<file path="src/rtl/pt_fetcher.sv">
// pt_fetcher: takes single truncated pixels from projective_transform and
// writes them into packed two-pixel SRAM words with a read-modify-write.
// A one-word write-back cache skips the read when consecutive pixels fall
// into the same SRAM word.
module pt_fetcher #(
    parameter int WIDTH_BITS   = 10,
    parameter int HEIGHT_BITS  = 9,
    parameter int MEM_W        = 36,
    parameter int PIX_W        = MEM_W / 2,
    parameter int TRUNC_W      = 12,
    parameter int READ_LATENCY = 2
) (
    input  logic                   clock,
    input  logic                   reset,
    input  logic                   frame_flag,
    input  logic                   pt_flag,
    input  logic [WIDTH_BITS-1:0]  pt_x,
    input  logic [HEIGHT_BITS-1:0] pt_y,
    input  logic [TRUNC_W-1:0]     pt_pixel,
    output logic                   done_pt,
    output logic                   ptf_flag,
    output logic                   ptf_wr,
    output logic [WIDTH_BITS-1:0]  ptf_x,
    output logic [HEIGHT_BITS-1:0] ptf_y,
    output logic [MEM_W-1:0]       ptf_pixel_write,
    input  logic                   done_ptf,
    input  logic [MEM_W-1:0]       ptf_pixel_read,
    output logic                   busy
);

    localparam int CNT_W = (READ_LATENCY > 1) ? $clog2(READ_LATENCY) : 1;

    typedef enum logic [1:0] {
        IDLE,
        READ,
        WAIT,
        WRITE
    } state_t;

    state_t                  state;
    logic [TRUNC_W-1:0]      lat_pixel;
    logic [CNT_W-1:0]        wait_cnt;
    logic                    cache_valid;
    logic [HEIGHT_BITS-1:0]  cache_y;
    logic [WIDTH_BITS-2:0]   cache_xw;
    logic [MEM_W-1:0]        cache_word;
    logic                    cache_hit;

    // Places the truncated pixel (left-justified) into the half of the word
    // selected by the x parity; the other half is carried through unchanged.
    function automatic logic [MEM_W-1:0] merge_pixel(
        input logic [MEM_W-1:0]   word,
        input logic               odd,
        input logic [TRUNC_W-1:0] pix
    );
        logic [PIX_W-1:0] packed_pix;
        logic [MEM_W-1:0] result;
        packed_pix = PIX_W'(pix) << (PIX_W - TRUNC_W);
        result     = word;
        if (odd) begin
            result[PIX_W-1:0] = packed_pix;
        end else begin
            result[MEM_W-1:PIX_W] = packed_pix;
        end
        return result;
    endfunction

    assign cache_hit = cache_valid && (pt_y == cache_y) &&
                       (pt_x[WIDTH_BITS-1:1] == cache_xw);

    // Accept is only offered from IDLE and never while a frame shift is pending.
    assign done_pt = !reset && (state == IDLE) && pt_flag && !frame_flag;

    assign busy = (state != IDLE);

    // Main sequencer: request handshake, read-latency countdown, merge and cache update.
    always_ff @(posedge clock) begin
        if (reset) begin
            state           <= IDLE;
            lat_pixel       <= '0;
            wait_cnt        <= '0;
            cache_valid     <= 1'b0;
            cache_y         <= '0;
            cache_xw        <= '0;
            cache_word      <= '0;
            ptf_flag        <= 1'b0;
            ptf_wr          <= 1'b0;
            ptf_x           <= '0;
            ptf_y           <= '0;
            ptf_pixel_write <= '0;
        end else if (frame_flag) begin
            state       <= IDLE;
            cache_valid <= 1'b0;
            ptf_flag    <= 1'b0;
            ptf_wr      <= 1'b0;
        end else begin
            case (state)
                IDLE: begin
                    if (pt_flag) begin
                        lat_pixel <= pt_pixel;
                        ptf_x     <= pt_x;
                        ptf_y     <= pt_y;
                        ptf_flag  <= 1'b1;
                        if (cache_hit) begin
                            ptf_wr          <= 1'b1;
                            ptf_pixel_write <= merge_pixel(cache_word, pt_x[0], pt_pixel);
                            state           <= WRITE;
                        end else begin
                            ptf_wr <= 1'b0;
                            state  <= READ;
                        end
                    end
                end
                READ: begin
                    if (done_ptf) begin
                        ptf_flag <= 1'b0;
                        wait_cnt <= CNT_W'(READ_LATENCY - 1);
                        state    <= WAIT;
                    end
                end
                WAIT: begin
                    if (wait_cnt == '0) begin
                        ptf_pixel_write <= merge_pixel(ptf_pixel_read, ptf_x[0], lat_pixel);
                        ptf_flag        <= 1'b1;
                        ptf_wr          <= 1'b1;
                        state           <= WRITE;
                    end else begin
                        wait_cnt <= wait_cnt - 1'b1;
                    end
                end
                WRITE: begin
                    if (done_ptf) begin
                        cache_valid <= 1'b1;
                        cache_y     <= ptf_y;
                        cache_xw    <= ptf_x[WIDTH_BITS-1:1];
                        cache_word  <= ptf_pixel_write;
                        ptf_flag    <= 1'b0;
                        ptf_wr      <= 1'b0;
                        state       <= IDLE;
                    end
                end
                default: begin
                    state <= IDLE;
                end
            endcase
        end
    end

endmodule

</file>
<file path="config.mk">
export PLATFORM = sky130hd
export DESIGN_NAME = pt_fetcher
export DESIGN_NICKNAME = d
export VERILOG_FILES = /design/src/rtl/pt_fetcher.sv
export SDC_FILE = /design/constraint.sdc
export NUM_CORES = 1
export LEC_CHECK = 0
export BUFFER_PORTS_ARGS = -buffer_cell sky130_fd_sc_hd__buf_2
export CORE_ASPECT_RATIO = 0.75
export CORE_MARGIN = 2
export CORE_UTILIZATION = 40
export CTS_CLUSTER_DIAMETER = 60
export DETAILED_ROUTE_END_ITERATION = 6
export HOLD_SLACK_MARGIN = 0.1
export PLACE_DENSITY = 0.67
export SYNTH_ARGS = -nofsm -noshare
export SYNTH_HDL_FRONTEND = slang
export SYNTH_SLANG_ARGS = --single-unit
</file>
<file path="constraint.sdc">
create_clock -name clock -period 3.55 [get_ports clock]
set_clock_uncertainty 0.15 [all_clocks]
set_input_delay 0.1775 -clock clock [delete_from_list [all_inputs] [get_ports clock]]
set_output_delay 0.1775 -clock clock [all_outputs]
set_load 0.02 [all_outputs]
</file>
# [Word-level counts from Yosys, hierarchy flattened]
# Index checks and enable logic that the tools add are counted.
[totals] register_bits=127 input_bits=72 output_inout_bits=59
[op_classes] n_addsub=1 n_eq_ne=11 mux=24 n_bitwise=1 n_reduce_logical=22
[ops] operator="2-to-1 mux 36 bit" count=3
[ops] operator="2-to-1 mux 18 bit" count=4
[ops] operator="case mux 36 bit (2 select lines)" count=1
[ops] operator="equality test 9 bit" count=2
[ops] operator="AND reduction 3 bit" count=4
[ops] operator="2-to-1 mux 2 bit" count=5
[ops] operator="inequality test 2 bit (second input constant)" count=5
[ops] operator="case mux 2 bit (4 select lines)" count=1
[ops] operator="AND reduction 4 bit" count=2
[ops] operator="2-to-1 mux 1 bit" count=7
[ops] operator="case mux 1 bit (3 select lines)" count=2
[ops] operator="nonzero test 2 bit" count=3
[ops] operator="logical AND 1 bit" count=5
[ops] operator="AND reduction 5 bit" count=1
[ops] operator="equality test 2 bit (second input constant)" count=2
[ops] operator="OR reduction 2 bit" count=2
[ops] operator="nonzero test 3 bit" count=1
[ops] operator="equality test 2 x 1 -> 1 bit (second input constant)" count=1
[ops] operator="logical NOT 1 bit" count=2
[ops] operator="logical NOT 2 bit" count=1
[ops] operator="inequality test 2 x 1 -> 1 bit (second input constant)" count=1
[ops] operator="case mux 1 bit (2 select lines)" count=1
[ops] operator="AND reduction 2 bit" count=1
[ops] operator="inverter 1 bit" count=1
[ops] operator="subtractor 1 bit (second input constant)" count=1

# [Logic depth before layout (Yosys ltp)]
[logic_depth] word_depth=6 ltp_mapped=8 ltp_nobuf=7

# [Worst setup path after synthesis]
# Ideal clock, no wire load.
[synth_timing] path_type="reg2reg" from="register state[1]" to="register ptf_pixel_write[18]" arrival_time_ps=1834 required_time_ps=3279 path_slack_ps=1445 path_stages_with_launch=9 path_buffers=1 period_less_slack_ps=2105 cell_sequence="dfxtp_1 > inv_1 > ha_1 > inv_2 > o21ai_2 > nor4_4 > a21oi_4 > buf_6 > mux2_4"
[synth_via] elab_chain_cells=3 word_cells_on_any_way=8 classes_between="eq/ne (4); mux (1); reduce/logical (3)"
[synth_rtl] element="start, declared" line="40" rtl="state_t state;"
[synth_rtl] element="start signal, assigned" line="79" rtl="state <= IDLE;"
[synth_rtl] element="start signal, assigned" line="92" rtl="state <= IDLE;"
[synth_rtl] element="start signal, assigned" line="107" rtl="state <= WRITE;"
[synth_rtl] element="equality test 2 bit / logical NOT 2 bit (equally long branches)" line="97" rtl="case (state)"
[synth_rtl] element="inequality test 2 bit (no line) / nonzero test 2 bit (equally long branches)"
[synth_rtl] element="AND reduction 5 bit (no line)"
[synth_rtl] element="end signal, assigned" line="106" rtl="ptf_pixel_write <= merge_pixel(cache_word, pt_x[0], pt_pixel);"
[synth_rtl] element="end signal, assigned" line="123" rtl="ptf_pixel_write <= merge_pixel(ptf_pixel_read, ptf_x[0], lat_pixel);"
[synth_rtl] element="end, declared" line="25" rtl="output logic [MEM_W-1:0] ptf_pixel_write,"
# Parallel ways exist; a longest one is shown, timed or not.
# A chain may end at the register's enable or synchronous reset.

# [Final worst setup path]
[layout_timing] from="register state[0]" to="register ptf_pixel_write[21]"
# Same word-level chain as after synthesis.

==> impl_metrics.tcl <==
set metrics [dict create \
    worst_slew_pin_slew_ns 0.8951 \
    cp-end-kind "flop" \
    cp.buffers_inverters 3 \
    crit_type "reg -> reg" \
    crit_path_max_fanout 27 \
    fin_util_pct 54.43 \
    required_ns 3.70 \
    port_buffers 130 \
    die_x_um 144.9 \
    cts_made_buffers 17 \
    fmax_ghz 0.3993 \
    detail_route.iter0.violations 379 \
    critPathTopFamily "compound AO/OA/AOI/OAI gates" \
    synth.distinct_cells 35 \
    synth.top_cell.area_share_pct 42.70 \
    regArea_um2 2544 \
    cp_slowest_cell "a21oi_4" \
    ys.flop_type "dfxtp_1" \
    hold_viol_final 0 \
    gp_congestion 0.9037 \
    drc 0 \
    cpPeakStageDelay_ns 0.41 \
    die_area_um2 15890 \
    fillers 1380 \
    vdd_drop_max_v 0.0004226 \
    n_antenna_cell 0 \
    dpl.hpwl_um 10860 \
    synth_largest_area_cell "dfxtp_1" \
    wl_per_cell_um 15.31 \
    insertion_delay_ns 0.41 \
    syn_nets 799 \
    initial_utilization_pct 41.06 \
    syn_area_um2 5954 \
    grt.total_usage_pct 21.89 \
    via_per_inst 4.965 \
    final_common_cell "nand2_1" \
    status "finished clean" \
    cts-htree-levels 4 \
    synthTopCellsByArea "dfxtp_1 (43%), nand2_1 (11%), a21oi_1 (8.6%)" \
    layout.nets 963 \
    dp_slack_ns 1.044 \
    worstPathArrival_ns 2.65 \
    design.core.area_um2 14500 \
    max_slew_margin_pct 40.33 \
    rsz0062_at_grt "false" \
    tritoncts "built" \
    routed-via-count 5457 \
    placementRows 38 \
    synth.avg_cell_area_um2 8.236 \
    die_h_um 109.7 \
    yosys_warnings 0 \
    critPathLaunchType "flop" \
    mostFrequentLayoutCells "nand2_1 (181), buf_2 (129), dfxtp_1 (126), a21oi_1 (102), dlygate4sd3_1 (61)" \
    drive_above_1_share_pct 21.02 \
    p_leak_nw 3.211 \
    setup_slack_ns 1.046 \
    grt_pass1_wl_um 27060 \
    antenna_left 0 \
    wirelength_um 16830 \
    cts.sinks 127 \
    syn_inst 723 \
    setup_viol_count_final 0 \
    overflow 0 \
    clk_pin_slew_worst_paths_ns 0.05 \
    whs_ns 0.1115 \
    multiInputGateArea_um2 3168 \
    fin_setup_tns_ns 0 \
    min_period_ns 2.504 \
    pwr_density_cell_nw_per_um2 438.4 \
    yosys_register_bits 127 \
    drt_first_pass_iters 5 \
    synth-edff-count 0 \
    drv_slew 0 \
    hold_class "in -> reg" \
    maxCapViolCount 0 \
    grt_max_degree 55 \
    synth-async-reset-ratio_pct 0 \
    antenna_found_initial 0 \
    seq_area_frac_synth_pct 42.70 \
    grt_pass1_vias 5227 \
    path_cells "inv_1, ha_1, inv_2, o21ai_2, nor4_4, a21oi_4, buf_12, mux2_4" \
    timing.final.crit_share_pct 70.54 \
    root_buffer "clkbuf_16" \
    syn2layout_area_growth_pct 32.55 \
    post_cts_resized 0 \
    clock_path_buffers 2 \
    ios 131 \
]
-- state kept, by name, indices dropped and copies added, names as in the netlist, 2 cells and up --
| signal | cells |
|---|---|
| cache_word | 36 |
| cache_xw | 9 |
| cache_y | 9 |
| lat_pixel | 12 |
| ptf_pixel_write | 36 |
| ptf_x | 10 |
| ptf_y | 9 |
| state | 2 |
-- Yosys cell counts (3+ instances only) --
cell	instances
o21ai_0	3
nand2b_1	24
a211o_1	25
xnor2_1	18
dfxtp_1	127
mux2i_1	48
buf_2	4
and3_1	3
nor2b_1	38
nor2_1	23
nor3b_1	6
a21oi_1	102
buf_1	9
nand3_1	5
nor3_1	4
nand2_1	181
mux2_2	6
a211oi_1	24
nand4_1	4
ha_1	4
mux2_4	6
inv_1	4
clkbuf_1	41
-- cells by family after synthesis --
logic type	synth area share, %
AO/OA/AOI/OAI	16.45
XOR/XNOR	2.648
adder cells (fa/ha/maj)	0.8405
buffers and inverters	4.244
flip-flops	42.70
multiplexers	10.72
AND/OR/NAND/NOR	22.40
-- metrics by stage --
step	area, µm²	cells	total power [mW]
6_report	7893	1099	3.460
5_1_grt	7893	1099	3.597
3_3_place_gp	6729	1007	1.803
4_1_cts	7893	1099	3.487
3_5_place_dp	6729	1007	1.804
2_1_floorplan	5954	723	1.687
-- path summary, 6_finish.rpt --
path | from | end | slack (ns) | cells past startpoint
hold reg to reg | cache_word[14] | cache_word[14] | 0.30 | 2
setup / recovery | state[0] | ptf_pixel_write[21] | 1.05 | 8
hold / removal | ptf_pixel_read[30] | ptf_pixel_write[30] | 0.11 | 4
setup reg to reg | state[0] | ptf_pixel_write[21] | 1.05 | 8
-- worst min-delay path: stages --
cell and delay, ns:
buf_2 0.10, mux2i_1 0.15, a211o_1 0.14, mux2i_1 0.05
-- cell type report --
cell class,instances,share of cell area [%]
Multi-Input combinational cell,534,40.14
Tap cell,200,3.171
Inverter,5,0.2378
Sequential cell,127,32.23
Clock inverter,6,0.7292
Timing Repair Buffer,202,17.22
Clock buffer,25,6.278
-- repair_timing --
item                                   in CTS  in global routing
buffers inserted                            0                  0
endpoints found under the hold margin      73                  0
hold buffers                               61                  0
-- metal layers --
| layer | GRT usage (%) | vias up | wire length, µm |
|---|---|---|---|
| met1 | 31.41 | 2510 | 8404 |
| li1 | - | 2785 | - |
| met4 | 6.033 | 0 | 145 |
| met5 | 0 | - | 0 |
| met3 | 4.878 | 14 | 892 |
| met2 | 33.12 | 148 | 7383 |
-- where the power goes --
part           leakage [nW]  internal, mW  switching, mW
combinational          1.91         0.163          0.193
clock                 0.273          1.03          0.602
sequential             1.03          1.45         0.0248
total                  3.21          2.64          0.820
(Power assumes the default switching activity.)
